**config.mk**
```make
export PLATFORM = sky130hd
export DESIGN_NAME = change_dispense_ctrl
export DESIGN_NICKNAME = d
export VERILOG_FILES = /design/src/rtl/change_dispense_ctrl.sv
export SDC_FILE = /design/constraint.sdc
export NUM_CORES = 1
export LEC_CHECK = 0
export CAP_MARGIN = 30
export CORE_ASPECT_RATIO = 0.7
export CORE_UTILIZATION = 57
export CTS_CLUSTER_SIZE = 30
export DETAILED_ROUTE_END_ITERATION = 16
export GPL_ROUTABILITY_DRIVEN = 0
export GPL_TIMING_DRIVEN = 0
export MAX_ROUTING_LAYER = met4
export PLACE_DENSITY = 0.83
export SLEW_MARGIN = 10
export SYNTH_ARGS = -nofsm -noshare
export SYNTH_HDL_FRONTEND = slang
export SYNTH_SLANG_ARGS = --single-unit
export TNS_END_PERCENT = 10
```
**constraint.sdc**
```tcl
create_clock -name clk -period 7.2 [get_ports clk]
set_input_delay 0.72 -clock clk [delete_from_list [all_inputs] [get_ports clk]]
set_output_delay 0.72 -clock clk [all_outputs]
set_load 0.02 [all_outputs]
```
**src/rtl/change_dispense_ctrl.sv**
```systemverilog
// Coin-return sequencer: dispenses owed change as timed eject pulses, largest coin first,
// falling back to smaller coins when a denomination's inventory is empty.
module change_dispense_ctrl #(
  parameter int unsigned PULSE_CYC = 4,
  parameter int unsigned GAP_CYC   = 4,
  parameter int unsigned CW        = 4,
  parameter int unsigned INIT5     = 10,
  parameter int unsigned INIT10    = 10,
  parameter int unsigned INIT20    = 10
) (
  input  logic          clk,
  input  logic          reset_n,
  input  logic          start,
  input  logic [7:0]    change_in,
  input  logic          refill,
  output logic          eject5,
  output logic          eject10,
  output logic          eject20,
  output logic          busy,
  output logic          done,
  output logic          err_short,
  output logic [7:0]    remaining,
  output logic [CW-1:0] cnt5,
  output logic [CW-1:0] cnt10,
  output logic [CW-1:0] cnt20
);

  localparam int unsigned TMAX = (PULSE_CYC > GAP_CYC) ? PULSE_CYC : GAP_CYC;
  localparam int unsigned TW   = (TMAX < 2) ? 1 : $clog2(TMAX + 1);

  typedef enum logic [2:0] {
    IDLE   = 3'd0,
    SELECT = 3'd1,
    EJECT  = 3'd2,
    GAP    = 3'd3,
    DONE   = 3'd4
  } state_t;

  state_t          state, state_nxt;
  logic [TW-1:0]   timer, timer_nxt;
  logic [7:0]      remaining_nxt;
  logic [CW-1:0]   cnt5_nxt, cnt10_nxt, cnt20_nxt;
  logic            eject5_nxt, eject10_nxt, eject20_nxt;
  logic            busy_nxt, done_nxt, err_nxt;
  logic            pick20_c, pick10_c, pick5_c;

  // Greedy denomination choice; a coin is only eligible if it fits and is in stock.
  assign pick20_c = (remaining >= 8'd20) && (cnt20 != '0);
  assign pick10_c = !pick20_c && (remaining >= 8'd10) && (cnt10 != '0);
  assign pick5_c  = !pick20_c && !pick10_c && (remaining >= 8'd5) && (cnt5 != '0);

  // State and registered outputs
  always_ff @(posedge clk) begin
    if (!reset_n) begin
      state     <= IDLE;
      timer     <= '0;
      remaining <= '0;
      cnt5      <= CW'(INIT5);
      cnt10     <= CW'(INIT10);
      cnt20     <= CW'(INIT20);
      eject5    <= 1'b0;
      eject10   <= 1'b0;
      eject20   <= 1'b0;
      busy      <= 1'b0;
      done      <= 1'b0;
      err_short <= 1'b0;
    end else begin
      state     <= state_nxt;
      timer     <= timer_nxt;
      remaining <= remaining_nxt;
      cnt5      <= cnt5_nxt;
      cnt10     <= cnt10_nxt;
      cnt20     <= cnt20_nxt;
      eject5    <= eject5_nxt;
      eject10   <= eject10_nxt;
      eject20   <= eject20_nxt;
      busy      <= busy_nxt;
      done      <= done_nxt;
      err_short <= err_nxt;
    end
  end

  // Next-state logic
  always_comb begin
    state_nxt = state;
    case (state)
      IDLE:    if (start) state_nxt = SELECT;
      SELECT:  state_nxt = (pick20_c || pick10_c || pick5_c) ? EJECT : DONE;
      EJECT:   if (timer == '0) state_nxt = GAP;
      GAP:     if (timer == '0) state_nxt = SELECT;
      DONE:    state_nxt = IDLE;
      default: state_nxt = IDLE;
    endcase
  end

  // Datapath and output next values
  always_comb begin
    timer_nxt     = timer;
    remaining_nxt = remaining;
    cnt5_nxt      = cnt5;
    cnt10_nxt     = cnt10;
    cnt20_nxt     = cnt20;
    eject5_nxt    = 1'b0;
    eject10_nxt   = 1'b0;
    eject20_nxt   = 1'b0;
    busy_nxt      = busy;
    done_nxt      = 1'b0;
    err_nxt       = err_short;
    case (state)
      IDLE: begin
        if (refill) begin
          cnt5_nxt  = CW'(INIT5);
          cnt10_nxt = CW'(INIT10);
          cnt20_nxt = CW'(INIT20);
        end
        if (start) begin
          remaining_nxt = change_in;
          err_nxt       = 1'b0;
          busy_nxt      = 1'b1;
        end
      end
      SELECT: begin
        timer_nxt = TW'(PULSE_CYC - 1);
        if (pick20_c) begin
          remaining_nxt = remaining - 8'd20;
          cnt20_nxt     = cnt20 - CW'(1);
          eject20_nxt   = 1'b1;
        end else if (pick10_c) begin
          remaining_nxt = remaining - 8'd10;
          cnt10_nxt     = cnt10 - CW'(1);
          eject10_nxt   = 1'b1;
        end else if (pick5_c) begin
          remaining_nxt = remaining - 8'd5;
          cnt5_nxt      = cnt5 - CW'(1);
          eject5_nxt    = 1'b1;
        end else begin
          timer_nxt = '0;
          done_nxt  = 1'b1;
          if (remaining != 8'd0) err_nxt = 1'b1;
        end
      end
      EJECT: begin
        if (timer == '0) begin
          timer_nxt = TW'(GAP_CYC - 1);
        end else begin
          timer_nxt   = timer - TW'(1);
          eject5_nxt  = eject5;
          eject10_nxt = eject10;
          eject20_nxt = eject20;
        end
      end
      GAP: begin
        if (timer != '0) timer_nxt = timer - TW'(1);
      end
      DONE: begin
        busy_nxt = 1'b0;
      end
      default: begin
        busy_nxt = 1'b0;
      end
    endcase
  end

endmodule

```
=== Word-level counts from Yosys, hierarchy flattened ===
Index checks and enable logic that the tools add are counted.

* $add $sub $neg: 7
* Bitwise operators: 3
* Mux-type cells: 45
* Reductions and logical operators: 29
* Equality and inequality tests: 16
* Order comparisons: 3

{| class="wikitable"
|+ Operators by type and width
! operator !! number
|-
| $mux W8 || 4
|-
| $mux W4 || 7
|-
| $ne A2 B2 Y1 const B || 12
|-
| $pmux W4 S2 || 3
|-
| $mux W3 || 6
|-
| $pmux W8 S2 || 1
|-
| $mux W1 || 14
|-
| $pmux W3 S4 || 1
|-
| $reduce_bool A4 Y1 || 3
|-
| $sub A4 B1 Y4 const B || 3
|-
| $pmux W1 S2 || 5
|-
| $pmux W3 S3 || 1
|-
| $reduce_and A3 Y1 || 3
|-
| $ge A8 B3 Y1 const B || 1
|-
| $ge A8 B4 Y1 const B || 1
|-
| $ge A8 B5 Y1 const B || 1
|-
| $reduce_bool A8 Y1 || 1
|-
| $sub A8 B3 Y8 const B || 1
|-
| $sub A8 B4 Y8 const B || 1
|-
| $sub A8 B5 Y8 const B || 1
|-
| $eq A3 B2 Y1 const B || 2
|-
| $logic_and A1 B1 Y1 || 6
|-
| $logic_not A3 Y1 || 2
|-
| $mux W2 || 3
|-
| other kinds (14) || 20
|}

* Input bits: 12
* Register bits after elaboration: 32
* Output and inout bits: 26
* Word-level logic and storage cells: 115

=== Longest topological paths before layout ===
* Word-level depth: 13
* Depth in mapped cells: 9
* Gate-level depth less buffers: 8

=== Worst setup path before layout ===
Ideal clock, no wire load.

* Path type: register -> register
* Start point: register remaining[2]
* End point: register remaining[7]
* Cell stages (with the launch flop): 9
* Arrival: 2497 ps
* Setup slack: 4624 ps
* Path buffers: 1
* Clock period less this slack: 2576 ps
* Path through: dfxtp_1 ha_1 or3b_1 a311o_1 buf_2 o22ai_1 a21oi_1 or4_1 o211ai_1

* Longest elaborated chain between the ends: 11
* Elaborated cells between the ends (all ways): 20

{| class="wikitable"
|+ Ends and longest elaborated chain
! element !! line !! source
|-
| start, declared || 22 || <nowiki>output logic [7:0] remaining,</nowiki>
|-
| start signal, assigned || 70 || <nowiki>remaining <= remaining_nxt;</nowiki>
|-
| $ge A8 B5 Y1 || 48 || <nowiki>assign pick20_c = (remaining >= 8'd20) && (cnt20 != '0);</nowiki>
|-
| $logic_and A1 B1 Y1 || 48 ||
|-
| $logic_not A1 Y1 || 49, 50 ||
|-
| $logic_and A1 B1 Y1 (2 in a row) || 49 || <nowiki>assign pick10_c = !pick20_c && (remaining >= 8'd10) && (cnt10 != '0);</nowiki>
|-
| $logic_not A1 Y1 || 50 || <nowiki>assign pick5_c = !pick20_c && !pick10_c && (remaining >= 8'd5) && (cnt5 != '0);</nowiki>
|-
| $logic_and A1 B1 Y1 (3 in a row) || 50 ||
|-
| $ne A4 B4 Y1 (no line) || -- ||
|-
| $reduce_and A3 Y1 (no line) || -- ||
|}

Parallel ways exist; a longest one is shown, timed or not. The select of a mux whose other input is x is not followed.
A chain may end at the register's enable or synchronous reset.

=== Worst setup path after layout ===
* Start point: register remaining[1]
* End point: register cnt10[2]

* Longest elaborated chain between the ends: 7
* Elaborated cells between the ends (all ways): 9

{| class="wikitable"
|+ Ends and longest elaborated chain
! element !! line !! source
|-
| $ge A8 B5 Y1 || 48 ||
|-
| $logic_and A1 B1 Y1 || 48 ||
|-
| $logic_not A1 Y1 || 49 ||
|-
| $logic_and A1 B1 Y1 (2 in a row) || 49 ||
|-
| $ne A2 B2 Y1 (no line) || -- ||
|-
| $reduce_and A4 Y1 (no line) * || -- ||
|-
| end signal, assigned || 59 || <nowiki>cnt10 <= CW'(INIT10);</nowiki>
|-
| end signal, assigned || 72 || <nowiki>cnt10 <= cnt10_nxt;</nowiki>
|-
| end, declared || 24 || <nowiki>output logic [CW-1:0] cnt10,</nowiki>
|}

Mark *: on every way between the ends. The rest lies on a longest branch, timed or not.

==> run summary <==
P_sw: 0.493 mW
Chip Height: 53.3 µm
Worst Path Required: 7.36 ns
WL/cell: 15.5 µm
Leak pwr: 1.07 nW
Pwr dens: 402 nW/µm²
Peak VDD IR: 0.295 mV
Internal Pwr Total: 0.595 mW
Combinational power share: 58.1%
Peak Freq: 0.356 GHz
Setup_tns: 0 ns
Total Die Area: 4010 µm²
Rows: 18
Total Wirelength: 5.60 mm
Ratio of cells with drive above 1 in the final layout: 7.69%
Via density: 5.99
Die Wd: 75.3 µm
Ys async rst share: 0%
Pins Over Slew Limit: 0
Reg clk slew, reported paths: 0.07 ns
Least-Margin Pin Slew: 0.931 ns
# setup viols final: 0
ANT cells: 0
WS Path Type: reg2reg
Pin count of the biggest net entering global routing: 11
All-Layer GR Usage: 30.7%
CTS H-Tree Depth: 2
DR pass1 iterations: 4
Number of distinct library cells after synthesis: 56
CTS max path bufs: 2
Port Buffers: 37
Post-CTS Resized: 0
Fill count: 315
Hold_ws: 0.469 ns
Number of global-route vias before repair: 1812
RSZ-0062 raised after global routing: no
Initial DRC count: 129
Max-cap viol count: 0
Critical Path End Type: flop
Post-synthesis register bit count: 32
Crit path launch type: flop
Routed Antenna Nets: 0
Core area: 3560 µm²
DP Cell Count: 353
Post-layout min period: 2.81 ns
Clock Skew: 0.00833 ns
Outcome: finished, final reports clean
Sequential-to-total area share from yosys stat: 29.9%
Post-CTS Repair Setup Buffers: 0
Switching Share: 45.3%
Layout Cells excl Fill: 362
Via Count: 2168
Worst-skew pair later-pin latency: 0.29 ns
Clock Sinks: 32
Top_reg_cell synth: dfxtp_1
WP data arrival: 2.97 ns
Syn_nets: 298
HPWL after DPL: 3.97 mm
Hold_buf cts: 0
Synth Warn #: 0
# DRC: 0
Global route overflow: 0
Flop pwr share: 24.1%
Layout area overhead: 26.3%
First-pass GRT wire length: 8.65 mm
Post-synth EDFFs: 0
Post-synthesis cell area: 2140 µm²
Initial antenna violation count: 0
Critical path's largest stage delay: 0.79 ns
CTS tree: yes
Mean Syn Cell Area: 8.05 µm²
Clk root buf: clkbuf_8
Worst slew margin: 37.5%
Clock share of power: 17.8%
Crit share post-route: 39.0%
Critical path cell sequence: inv_1 -> ha_1 -> or3b_1 -> a311oi_1 -> o21ai_1 -> nand3_1 -> xor2_1 -> nor2_1
Crit path max fanout: 7
Fin. Hold Viols: 0
Post-Synthesis Cells: 266
Layout Nets: 343
Starting density of the core: 60.2%
I/O pin cnt: 38
Hold Crit Class: reg2reg
Slowest-stage cell, CP: a311oi_1
R2r setup slk: 4.39 ns
CTS buffer count: 5
## final timing paths
path                                 end         start  cells after the start
worst max-delay path            cnt10[2]  remaining[1]                      8
worst min-delay path                busy          busy                      2
worst max register to register  cnt10[2]  remaining[1]                      8
worst min register to register      busy          busy                      2
## final cells by class
cell class	instances	area, µm²	area share [%]
timing repair buffer	38	375	13.9
tap	50	62.6	2.31
sequential	32	641	23.7
multi-input combinational	207	1390	51.4
buffer	10	47.5	1.76
inverter	17	63.8	2.36
clock buffer	7	96.3	3.56
clock inverter	1	30.0	1.11
## logic make-up after synthesis
kind of cell | after synthesis | synth area share [%]
AO/OA/AOI/OAI | 86 | 27.3
XOR/XNOR | 7 | 2.86
adder cells (fa/ha/maj) | 20 | 11.7
buffers and inverters | 27 | 5.20
flip-flops | 32 | 29.9
multiplexers | 3 | 1.46
AND/OR/NAND/NOR | 91 | 21.6
## cell usage after synthesis, types with 2 or more instances
master / n / area (µm²)
a21o_1: 4 / 30.0
a31oi_1: 4 / 25.0
inv_1: 17 / 63.8
nand3_1: 5 / 25.0
o31a_1: 2 / 17.5
clkbuf_1: 7 / 26.3
nor3b_1: 3 / 22.5
xor2_1: 4 / 35.0
a21oi_1: 23 / 115
nand2b_1: 6 / 37.5
ha_1: 20 / 250
nor3_1: 10 / 50.1
a22oi_1: 2 / 15.0
o21ai_1: 6 / 30.0
nor2_1: 23 / 86.3
buf_2: 2 / 10.0
dfxtp_1: 32 / 641
nand2_1: 26 / 97.6
o21ai_0: 13 / 65.1
nor2b_1: 2 / 12.5
o31ai_1: 4 / 30.0
mux2i_1: 2 / 20.0
a21oi_2: 2 / 17.5
o22ai_1: 5 / 31.3
xnor2_1: 3 / 26.3
a211oi_1: 4 / 30.0
and3_1: 3 / 18.8
or3_1: 3 / 18.8
o21a_1: 2 / 15.0
## per-layer routing
layer / global-route usage [%] / wire [µm] / share of wire (%)
met5: - / 0 / 0
met2: 45.5 / 2420 / 43
met3: 6.86 / 386 / 6.9
met4: 8.33 / 65 / 1.2
met1: 42.2 / 2720 / 49
## through the flow
stage	setup WS (ns)	util, %	power, mW	cell area (µm²)
4_1_cts	4.42	75.9	1.08	2700
5_1_grt	4.23	76.1	1.16	2710
2_1_floorplan	4.62	-	0.707	2140
6_report	4.39	76.1	1.09	2710
3_5_place_dp	4.42	72.4	0.880	2570
3_3_place_gp	4.50	72.4	0.867	2570
## registers in the layout, summed over array words and instances, names as in the netlist
register	cells
eject10	1
cnt10	4
cnt20	4
remaining	8
err_short	1
eject5	1
eject20	1
busy	1
state	3
timer	3
done	1
cnt5	4
## layout by cell type (no fill, tap or decap), types with 3 or more instances in the layout
cell type | synthesis | routed
nor3b_1 | 3 | 3
and3_1 | 3 | 3
o31ai_1 | 4 | 4
a31oi_1 | 4 | 4
clkbuf_1 | 7 | 7
nand3_1 | 5 | 5
or3_1 | 3 | 3
o21ai_1 | 6 | 6
clkdlybuf4s50_1 | 0 | 37
buf_2 | 2 | 3
xor2_1 | 4 | 4
a21o_1 | 4 | 4
o21ai_0 | 13 | 13
a21oi_1 | 23 | 23
a211oi_1 | 4 | 4
ha_1 | 20 | 20
nand2b_1 | 6 | 6
nor2_1 | 23 | 23
nor3_1 | 10 | 10
inv_1 | 17 | 17
clkbuf_8 | 0 | 7
o22ai_1 | 5 | 5
dfxtp_1 | 32 | 32
xnor2_1 | 3 | 3
nand2_1 | 26 | 26
## worst max-delay path: cells and delay by family, from the launching register on
family                     cells  cell delay [ns]
adders and majority gates      1             0.23
buffers and inverters          1             0.20
and+or+nand+nor                3             0.61
DFF                            1             0.39
AOI/OAI and AO/OA              2             1.08
xor gates and xnor gates       1             0.15
## power groups by stage
stage | Sequential, mW | Clock, mW | Combinational [mW]
floorplan | 0.290 | 0 | 0.417
global placement | 0.263 | 0 | 0.604
detailed placement | 0.265 | 0 | 0.615
CTS | 0.261 | 0.194 | 0.620
global route | 0.269 | 0.202 | 0.691
finish | 0.262 | 0.194 | 0.632
Note: power is estimated with default switching activity, not from simulation.
